File: config.mk
export PLATFORM = sky130hd
export DESIGN_NAME = rgb_status_pwm
export DESIGN_NICKNAME = d
export VERILOG_FILES = /design/src/rtl/rgb_status_pwm.sv
export SDC_FILE = /design/constraint.sdc
export NUM_CORES = 1
export LEC_CHECK = 0
export BUFFER_PORTS_ARGS = -buffer_cell sky130_fd_sc_hd__buf_2
export CAP_MARGIN = 10
export CORE_UTILIZATION = 30
export DETAILED_ROUTE_END_ITERATION = 8
export PLACE_DENSITY_LB_ADDON = 0.12
export SLEW_MARGIN = 20
export SYNTH_ARGS = -nofsm -noshare
export SYNTH_HDL_FRONTEND = slang
export SYNTH_SLANG_ARGS = --single-unit
File: constraint.sdc
create_clock -name clk -period 4.04 [get_ports clk]
set_input_delay 1.212 -clock clk [delete_from_list [all_inputs] [get_ports clk]]
set_output_delay 1.212 -clock clk [all_outputs]
set_load 0.01 [all_outputs]
File: src/rtl/rgb_status_pwm.sv
// Status-to-LED encoder: latches a 2-bit self-test status and drives the three
// RGB PWM enables with period-aligned brightness and blink patterns.
module rgb_status_pwm #(
    parameter int unsigned PWM_BITS  = 8,
    parameter int unsigned PWM_DIV   = 1,
    parameter int unsigned BLINK_DIV = 12000000
) (
    input  logic                clk,
    input  logic                reset,
    input  logic                i_status_valid,
    input  logic [1:0]          i_status,
    input  logic [PWM_BITS-1:0] i_duty,
    output logic                o_pwm_r,
    output logic                o_pwm_g,
    output logic                o_pwm_b,
    output logic [1:0]          o_state,
    output logic                o_period
);

    localparam int unsigned PRE_W = (PWM_DIV > 1) ? $clog2(PWM_DIV) : 1;
    localparam int unsigned BLK_W = $clog2(BLINK_DIV);
    localparam logic [PRE_W-1:0] PRE_LAST = PRE_W'(PWM_DIV - 1);
    localparam logic [BLK_W-1:0] BLK_LAST = BLK_W'(BLINK_DIV - 1);

    typedef enum logic [1:0] {
        S_IDLE = 2'd0,
        S_RUN  = 2'd1,
        S_PASS = 2'd2,
        S_FAIL = 2'd3
    } state_t;

    state_t              state_q, state_d;
    logic [PRE_W-1:0]    pre;
    logic [PWM_BITS-1:0] cnt;
    logic [BLK_W-1:0]    blk;
    logic                ph;
    logic [PWM_BITS-1:0] duty_q;
    logic [2:0]          mask_q, mask_d;
    logic                pre_wrap, period_wrap, blk_wrap;

    assign pre_wrap    = (pre == PRE_LAST);
    assign period_wrap = pre_wrap && (cnt == '1);
    assign blk_wrap    = (blk == BLK_LAST);
    assign o_state     = state_q;

    always_ff @(posedge clk or negedge reset) begin
        if (!reset) begin
            pre <= '0;
            cnt <= '0;
            blk <= '0;
            ph  <= 1'b0;
        end else begin
            pre <= pre_wrap ? '0 : pre + 1'b1;
            if (pre_wrap) cnt <= cnt + 1'b1;
            blk <= blk_wrap ? '0 : blk + 1'b1;
            if (blk_wrap) ph <= ~ph;
        end
    end

    always_ff @(posedge clk or negedge reset) begin
        if (!reset) state_q <= S_IDLE;
        else        state_q <= state_d;
    end

    // FAIL is sticky; mask is {r,g,b} and sampled from the pre-strobe state
    always_comb begin
        state_d = state_q;
        mask_d  = 3'b000;
        if (i_status_valid && state_q != S_FAIL) state_d = state_t'(i_status);
        case (state_q)
            S_IDLE:  mask_d = 3'b001;
            S_RUN:   mask_d = {2'b00, ph};
            S_PASS:  mask_d = 3'b010;
            S_FAIL:  mask_d = {ph, 2'b00};
            default: mask_d = 3'b000;
        endcase
    end

    always_ff @(posedge clk or negedge reset) begin
        if (!reset) begin
            duty_q   <= '0;
            mask_q   <= '0;
            o_period <= 1'b0;
            o_pwm_r  <= 1'b0;
            o_pwm_g  <= 1'b0;
            o_pwm_b  <= 1'b0;
        end else begin
            if (period_wrap) begin
                duty_q <= i_duty;
                mask_q <= mask_d;
            end
            o_period <= period_wrap;
            o_pwm_r  <= mask_q[2] & (cnt < duty_q);
            o_pwm_g  <= mask_q[1] & (cnt < duty_q);
            o_pwm_b  <= mask_q[0] & (cnt < duty_q);
        end
    end

endmodule

==> results of run 1 <==
-- final cells by class --
type / instances / share of cell area [%]
Clock buffer: 5 / 2.618
Sequential cell: 50 / 47.60
Tap cell: 99 / 4.712
Timing Repair Buffer: 19 / 3.713
Inverter: 12 / 1.713
Clock inverter: 3 / 1.809
Multi-Input combinational cell: 141 / 37.84
-- flip-flops by register name (all words and copies together), names as in the netlist --
| signal | cells |
|---|---|
| blk | 24 |
| o_pwm_b | 1 |
| duty_q | 8 |
| o_pwm_g | 1 |
| mask_q | 3 |
| o_pwm_r | 1 |
| cnt | 8 |
| o_state | 2 |
| o_period | 1 |
| ph | 1 |
-- power groups by stage --
stage                     sequential (mW)  clock, mW  combinational [mW]
final                               0.510      0.358              0.0309
after global routing                0.512      0.395              0.0361
after CTS                           0.511      0.373              0.0325
after detailed placement            0.521          0              0.0324
after global placement              0.521          0              0.0327
after floorplan                     0.521          0             0.00810
-- metrics by stage --
stage | setup slack (ns) | instances | util, %
3_5_place_dp | 1.944 | 321 | 34.09
2_1_floorplan | 2.190 | 207 | -
3_3_place_gp | 1.945 | 321 | 34.09
6_report | 1.931 | 329 | 35.67
5_1_grt | 1.828 | 329 | 35.67
4_1_cts | 1.905 | 329 | 35.67
-- placed cells by master, fill, tap and decap left out, types with 4 or more instances in the layout --
cell type and n:
a21oi_1 11, and3_1 6, and4_1 4, buf_2 18, clkbuf_8 5, dfrtp_1 50, ha_1 9, inv_1 12
mux2_2 11, nand2_1 12, nand3_1 15, nand4_1 7, nor2_1 11, o21ai_0 6, or3_1 4, xnor2_1 11
xor2_1 10
-- layer usage --
metal | up-vias | GRT usage [%] | share of wire, %
met3 | 4 | 2.876 | 2.8
met4 | 0 | 3.279 | 1.2
li1 | 767 | - | -
met5 | - | 0 | 0
met1 | 703 | 13.86 | 50
met2 | 14 | 17.63 | 46
-- path summary, 6_finish.rpt --
| path | cells after the start | end | startpoint | slack [ns] |
|---|---|---|---|---|
| max in group asynchronous | 2 | blk[18] | reset | 2.38 |
| worst max register to register | 4 | blk[5] | blk[13] | 1.95 |
| worst max-delay path | 1 | o_state[0] | o_state[0] | 1.93 |
| worst min-delay path | 1 | blk[10] | blk[10] | 0.49 |
| min in group asynchronous | 1 | mask_q[1] | reset | 0.92 |
| worst min register to register | 1 | blk[10] | blk[10] | 0.49 |
-- kinds of logic (layout without fill, tap and decap cells) --
logic type,count (synthesis),count (layout),share of synthesized area [%]
flops,50,50,54.05
buf+inv,16,39,2.973
simple gates,75,75,18.11
compound gates,24,24,6.271
mux,12,12,5.784
xor+xnor,21,21,7.946
fa+ha+maj,9,9,4.865
==> impl_metrics.yaml, run 1 <==
timing:
  slew_violations: 0
  setup_viol: 0
  hold_viol: 0
  period_needed_ns: 2.109
  slew-limit-headroom_pct: 57.60
  hold_ws_ns: 0.4882
  worst_pin_slew_ns: 0.6360
  rsz0062_at_grt: "false"
  fmax_mhz: 474.2
  fin_setup_tns_ns: 0
  clock_skew_ns: 0.008611
  timing.final.crit_share_pct: 52.20
pwr:
  power_uw: 899.6
  seqPwrFrac_pct: 56.7
  swShare_pct: 21.51
  power_leakage_nw: 1.208
  internal_power_uw: 706.1
  power.switching_uw: 193.5
  power_density_nw_per_um2: 342.2
  clockPowerShare_pct: 39.8
  ir_worst_vdd_mv: 0.1167
  comb_power_share_pct: 3.4
global_routing:
  grt_overflow: 0
  grt_max_degree: 30
  grt_pass1_wl_um: 6941
  grt_pass1_vias: 1494
  antenna_found_initial: 0
  grtUsageTotal_pct: 10.76
setup_path:
  cp.arrival_ns: 0.90
  path_class: "flop to output port"
  required_ns: 2.83
  path_cells: "buf_2"
  cp_slowest_cell: "dfrtp_1"
  slowest_delay_ns: 0.44
  crit_buf_inv: 1
  cp_max_fo: 6
  cp-start-kind: "flop"
  cp_top_family: "flip-flops"
  critPathCaptureType: "output port"
floorplan:
  dieArea_sq_um: 8071
  die_w_um: 89.84
  die_h_um: 89.84
  io_pins: 19
  coreArea_sq_um: 7370
  rows: 31
  start_util_pct: 31.41
cells_and_area:
  multiInputGateArea_sq_um: 994.7
  insertedDiodeCount: 0
  design_area_sq_um: 2629
  drive_gt1_share_pct: 17.83
  register_area_sq_um: 1251
  n_fill_cell: 747
  nNetsFinal: 251
  syn_to_final_growth_pct: 13.57
clock_network:
  numCtsBuffers: 5
  cts_tree: "built"
  ctsHoldBuffers: 0
  cts_resized: 0
  cts_root_buffer: "clkbuf_8"
  cts_setup_buffers: 0
  cts_buffer_depth: 2
  h-tree-depth: 2
  cts.clk_slew.worst_paths_ns: 0.10
  clk_latency_ns: 0.30
  cts_num_sinks: 50
detailed_routing:
  wl_per_cell_um: 12.10
  ant_nets: 0
  num_vias: 1488
  drtIter0Drc: 60
  remaining_drc_errors: 0
  firstDrtPassIters: 4
  vias_per_cell: 4.523
  wl_um: 3981
synthesis:
  yosysMostFrequentCell: "dfrtp_1"
  syn_avg_cell_area_sq_um: 11.18
  syn-cell-area_sq_um: 2315
  synth_fp_nets: 229
  synth_common_cells: "50 x dfrtp_1, 15 x nand3_1, 12 x inv_1, 12 x nand2_1"
  synth_top_area_share_pct: 54.05
  synth_area_leaders: "dfrtp_1 54%, mux2_2 5.4%, ha_1 4.9%"
  synth_cells: 207
  synth-edff-count: 0
  synth_top_cell_by_area: "dfrtp_1"
  synth_seq_cells: 50
  yosysWarnings: 0
  synth_flop_cell: "dfrtp_1"
  synth-async-reset-ratio_pct: 100.0
  seq_area_frac_synth_pct: 54.05
  synth.distinct_cells: 35
run_status:
  status: "finished, final reports clean"
job:
  cap_violations: 0
placed_design:
  hpwl_um: 2925
  gp_congestion: 0.7283
  placed_cell_area_sq_um: 2512
  numPortBuffers: 18
min_path:
  hold_path_class: "flop to flop"
No activity file was read; power rests on OpenSTA's default activity.
==> run 2: changes to the inputs <==
ABC_AREA = 1   (was default)
clock period = 1.9 ns   (was 4.04 ns; I/O delays follow)
==> impl_metrics.yaml, run 2 <==
cells_and_area:
  register_area_sq_um: 1251
  drive_gt1_share_pct: 16.47
  n_fill_cell: 892
  top_register: "blk"
  final_cell_mix: "72 x nand2_1, 50 x dfrtp_1, 46 x inv_1"
  nNetsFinal: 361
  final_common_cell: "nand2_1"
  design_area_sq_um: 2952
  syn_to_final_growth_pct: 12.49
  insertedDiodeCount: 0
  largest_reg_flops: 24
  multiInputGateArea_sq_um: 1151
  reg_top3: "blk x24, cnt x8, duty_q x8"
synthesis:
  synth_cells: 316
  synth_fp_nets: 338
  synth_flop_cell: "dfrtp_1"
  synth.distinct_cells: 26
  synth_top_cell_by_area: "dfrtp_1"
  synth_seq_cells: 50
  seq_area_frac_synth_pct: 47.69
  syn-cell-area_sq_um: 2624
  syn_avg_cell_area_sq_um: 8.303
  synth-async-reset-ratio_pct: 100.0
  synth_common_cells: "72 x nand2_1, 50 x dfrtp_1, 46 x inv_1"
  synth_area_leaders: "dfrtp_1 48%, nand2_1 10%, inv_1 6.6%"
  yosysWarnings: 0
  yosysMostFrequentCell: "nand2_1"
  synth-edff-count: 0
  synth_top_area_share_pct: 47.69
setup_path:
  critPathLaunch: "cnt[1]"
  timing.rr.start: "cnt[1]"
  path_cells: "ha_1, nand2_1, nor2_2, nand4_2, inv_2, nand2_1, o21ai_0"
  rr_endpoint: "duty_q[7]"
  critPathCaptureType: "flop"
  cp.depth: 7
  crit_path_frequent_cell: "nand2_1"
  ff2ff_setup_slack_ns: 0.32
  required_ns: 2.13
  cp_top_family: "simple AND/OR/NAND/NOR gates"
  path_class: "flop to flop"
  slowest_delay_ns: 0.39
  cp.arrival_ns: 1.81
  cp_slowest_cell: "dfrtp_1"
  cp_max_fo: 20
  reg2reg_depth: 7
  cp-start-kind: "flop"
  crit_buf_inv: 1
  critical_path.endpoint: "duty_q[7]"
timing:
  slew-limit-headroom_pct: 73.43
  fin_setup_tns_ns: 0
  timing.final.crit_share_pct: 83.08
  rsz0062_at_grt: "false"
  hold_ws_ns: 0.2264
  fmax_mhz: 633.5
  worst_pin_slew_ns: 0.3977
  slew_violations: 0
  setup_slack_ns: 0.3214
  setup_viol: 0
  hold_viol: 0
  period_needed_ns: 1.579
  clock_skew_ns: 0.01109
clock_network:
  cts_setup_buffers: 0
  cts_num_sinks: 50
  h-tree-depth: 2
  clk_latency_ns: 0.31
  numCtsBuffers: 5
  cts.clk_slew.worst_paths_ns: 0.10
  cts_tree: "built"
  cts_buffer_depth: 2
  ctsHoldBuffers: 0
  cts_root_buffer: "clkbuf_8"
  cts_resized: 0
global_routing:
  grt_pass1_wl_um: 9059
  grt_max_degree: 51
  grt_pass1_vias: 1953
  antenna_found_initial: 0
  grt_overflow: 0
  grtUsageTotal_pct: 13.06
floorplan:
  io_pins: 19
  rows: 33
  start_util_pct: 31.46
  die_h_um: 95.52
  coreArea_sq_um: 8341
  die_w_um: 95.52
  dieArea_sq_um: 9124
detailed_routing:
  wl_per_cell_um: 11.74
  num_vias: 1933
  drtIter0Drc: 66
  ant_nets: 0
  firstDrtPassIters: 4
  remaining_drc_errors: 0
  vias_per_cell: 4.344
  wl_um: 5226
placed_design:
  numPortBuffers: 18
  hpwl_um: 3840
  gp_congestion: 0.8753
  placed_cell_area_sq_um: 2835
  pre_cts_ws_ns: 0.3134
pwr:
  ir_worst_vdd_mv: 0.3037
  power_leakage_nw: 1.572
  power_density_nw_per_um2: 657.2
min_path:
  hold_path_class: "input pin to async pin"
job:
  cap_violations: 0
run_status:
  status: "finished, final reports clean"
## run 2: changes by cell type in the layout (fill, tap and decap cells not counted), sizes merged, moves of 5 or more
cell,delta
xnor2,-11
o21ai,+8
mux2,-11
xor2,+5
nand3,+7
inv,+39
and3,-6
nand2,+69
nor2,+40
## run 2: logic make-up (layout without fill, tap and decap cells)
kind of cell,count (synthesis),count (layout),synth area share [%]
xor+xnor,15,15,5.007
simple gates,164,164,29.71
fa+ha+maj,9,9,4.292
compound gates,24,24,4.864
flops,50,50,47.69
buf+inv,54,78,8.441
## run 2: power by group
| group | total [mW] | internal [mW] | switching, mW |
|---|---|---|---|
| clock network | 0.797 | 0.400 | 0.397 |
| registers | 1.08 | 1.07 | 0.00579 |
| logic | 0.0667 | 0.0232 | 0.0436 |
| total | 1.94 | 1.49 | 0.446 |
## run 2: area by class of cell
class / instances / area share, %
clock buffer: 5 / 2.331
clock inverter: 3 / 1.611
inverter: 51 / 6.486
multi-input combinational: 212 / 39.00
sequential: 50 / 42.39
tap: 105 / 4.451
timing repair buffer: 19 / 3.730
## run 2: layer usage
metal / track usage, % / up-vias / share of wire (%)
met5: 0 / - / 0
met2: 22.14 / 25 / 45
met1: 16.44 / 880 / 50
li1: - / 1022 / -
met3: 2.951 / 6 / 3.5
met4: 4.104 / 0 / 0.88
## run 2: worst reg2reg max path, delay by kind of cell (launching register included)
| family | cells | cell delay [ns] |
|---|---|---|
| compound gates | 1 | 0.10 |
| fa+ha+maj | 1 | 0.19 |
| buf+inv | 1 | 0.31 |
| flops | 1 | 0.39 |
| simple gates | 4 | 0.53 |
## run 2: how the worst min path moves through the flow
stage	depth (start not counted)	endpoint	slack, ns
floorplan	0	blk[0]	0.27
global placement	1	blk[0]	0.45
detailed placement	1	blk[0]	0.45
CTS	2	o_pwm_b	0.24
global route	2	ph	0.25
finish	2	duty_q[1]	0.23
## run 2: through the flow
stage	utilization (%)	cells	total power, mW
2_1_floorplan	-	316	1.115
4_1_cts	35.39	445	1.983
5_1_grt	35.39	445	2.033
3_5_place_dp	33.99	437	1.168
3_3_place_gp	33.99	437	1.169
6_report	35.39	445	1.940
==> run 3: changes to the inputs <==
ABC_AREA = 0   (was 1)
clock period = 1.45 ns   (was 1.9 ns; I/O delays follow)
==> impl_metrics.yaml, run 3 (synthesized netlist as in run 1, its figures left out) <==
cells_and_area:
  top_register: "blk"
  drive_gt1_share_pct: 41.32
  largest_reg_flops: 24
  finalNonFillerCells: 387
  final_core_util_pct: 44.23
  final_cell_mix: "51 x buf_4, 50 x dfrtp_1, 18 x buf_2"
  reg_top3: "blk x24, cnt x8, duty_q x8"
  nNetsFinal: 309
  final_common_cell: "buf_4"
  insertedDiodeCount: 0
  syn_to_final_growth_pct: 40.81
global_routing:
  grt_pass1_vias: 1859
  grt_overflow: 0
  grt_max_degree: 51
  grtUsageTotal_pct: 13.09
  antenna_found_initial: 0
  grt_pass1_wl_um: 8480
timing:
  fin_setup_tns_ns: -6.562
  rsz0062_at_grt: "true"
  worst_pin_slew_ns: 0.2789
  slew_violations: 0
  period_needed_ns: 1.850
  fmax_mhz: 540.4
  slew-limit-headroom_pct: 81.41
  setup_viol: 27
  timing.final.crit_share_pct: 127.6
  clock_skew_ns: 0.01371
  setup_slack_ns: -0.4004
  hold_viol: 0
pwr:
  ir_worst_vdd_mv: 0.5285
  power_leakage_nw: 1.542
  power_density_nw_per_um2: 788.9
setup_path:
  ff2ff_setup_slack_ns: -0.40
  cp_slowest_cell: "or4_1"
  required_ns: 1.71
  path_cells: "or4_1, or4_4, nor2_4, buf_12, xnor2_1"
  cp-start-kind: "flop"
  cp.arrival_ns: 2.11
  critPathCaptureType: "flop"
  cp_max_fo: 8
  path_class: "flop to flop"
  slowest_delay_ns: 0.52
clock_network:
  cts_num_sinks: 50
  h-tree-depth: 2
  cts_buffer_depth: 2
  cts.clk_slew.worst_paths_ns: 0.11
  cts_root_buffer: "clkbuf_8"
  clk_latency_ns: 0.32
  cts_tree: "built"
  numCtsBuffers: 5
placed_design:
  numPortBuffers: 18
  dp.cells: 367
  hpwl_um: 3383
  gp_congestion: 0.7100
run_status:
  status: "finished with violations"
  violations: "setup timing"
floorplan:
  io_pins: 19
  coreArea_sq_um: 7370
  start_util_pct: 31.41
  rows: 31
  die_h_um: 89.84
  die_w_um: 89.84
  dieArea_sq_um: 8071
detailed_routing:
  wl_per_cell_um: 12.57
  firstDrtPassIters: 4
  remaining_drc_errors: 0
  ant_nets: 0
  vias_per_cell: 4.602
  num_vias: 1781
  drtIter0Drc: 54
  wl_um: 4864
min_path:
  hold_path_class: "input pin to async pin"
job:
  cap_violations: 0
-- run 3: cell types whose count changed in the layout (fill, tap and decap cells not counted), sizes merged, moves of 5 or more --
cell   before  now
o21ai      14    6
buf        19   77
xnor2       0   11
nand2      81   12
nand3      22   15
nor2       52   12
xor2       15   10
and3        0    6
mux2        0   11
inv        52   14
-- run 3: worst max-delay path, delay by kind of cell (launching register included) --
family / cells / cell delay, ns
buffers and inverters: 1 / 0.14
flip-flops: 1 / 0.38
XOR/XNOR: 1 / 0.10
AND/OR/NAND/NOR: 3 / 1.17
-- run 3: power by group --
part           leakage (nW)  total, mW  internal (mW)  switching (mW)
logic                 0.819     0.0945         0.0435          0.0510
registers             0.664       1.42           1.41          0.0175
clock network        0.0591       1.05          0.527           0.526
total                  1.54       2.57           1.98           0.595
-- run 3: cell type report --
class	count	area [sq um]
Tap cell	99	123.9
Sequential cell	50	1251
Multi-Input combinational cell	141	1134
Clock buffer	5	68.82
Timing Repair Buffer	77	589.3
Inverter	12	45.04
Fill cell	717	4110
Clock inverter	3	47.55
-- run 3: per-layer routing --
| layer | global-route usage, % | wire [um] | share of wire, % | vias to the layer above |
|---|---|---|---|---|
| met3 | 2.707 | 128 | 2.6 | 6 |
| met2 | 22.50 | 2448 | 50 | 17 |
| met1 | 15.80 | 2195 | 45 | 866 |
| met5 | 0 | 0 | 0 | - |
| met4 | 5.738 | 93 | 1.9 | 0 |
| li1 | - | - | - | 892 |
-- run 3: path summary, 6_finish.rpt --
kind / from / end / cells past startpoint
setup / recovery: blk[10] / ph / 5
hold / removal: reset / duty_q[7] / 2
setup reg to reg: blk[10] / ph / 5
hold reg to reg: mask_q[0] / o_pwm_b / 2
max in group asynchronous: reset / blk[6] / 2
min in group clk: i_status[0] / o_state[0] / 2
-- run 3: stage by stage --
stage / total power, mW / hold WS, ns / setup WS, ns / area [sq um]
floorplan: 1.477 / 0.1394 / -0.3568 / 2372
global placement: 1.547 / 0.4503 / -0.4206 / 2929
detailed placement: 1.549 / 0.4553 / -0.4232 / 2929
CTS: 2.619 / 0.09942 / -0.4260 / 3157
global route: 2.658 / 0.1071 / -0.4668 / 3259
finish: 2.571 / 0.08364 / -0.4004 / 3259
-- run 3: timing repair --
item                       in CTS  in global routing
gates cloned                    0                  0
pin swaps                       9                 11
hold buffers                    0                  0
gates resized for setup        12                 16
hold endpoints to repair        0                  0
setup endpoints to repair      33                 34
setup buffers                   8                  8
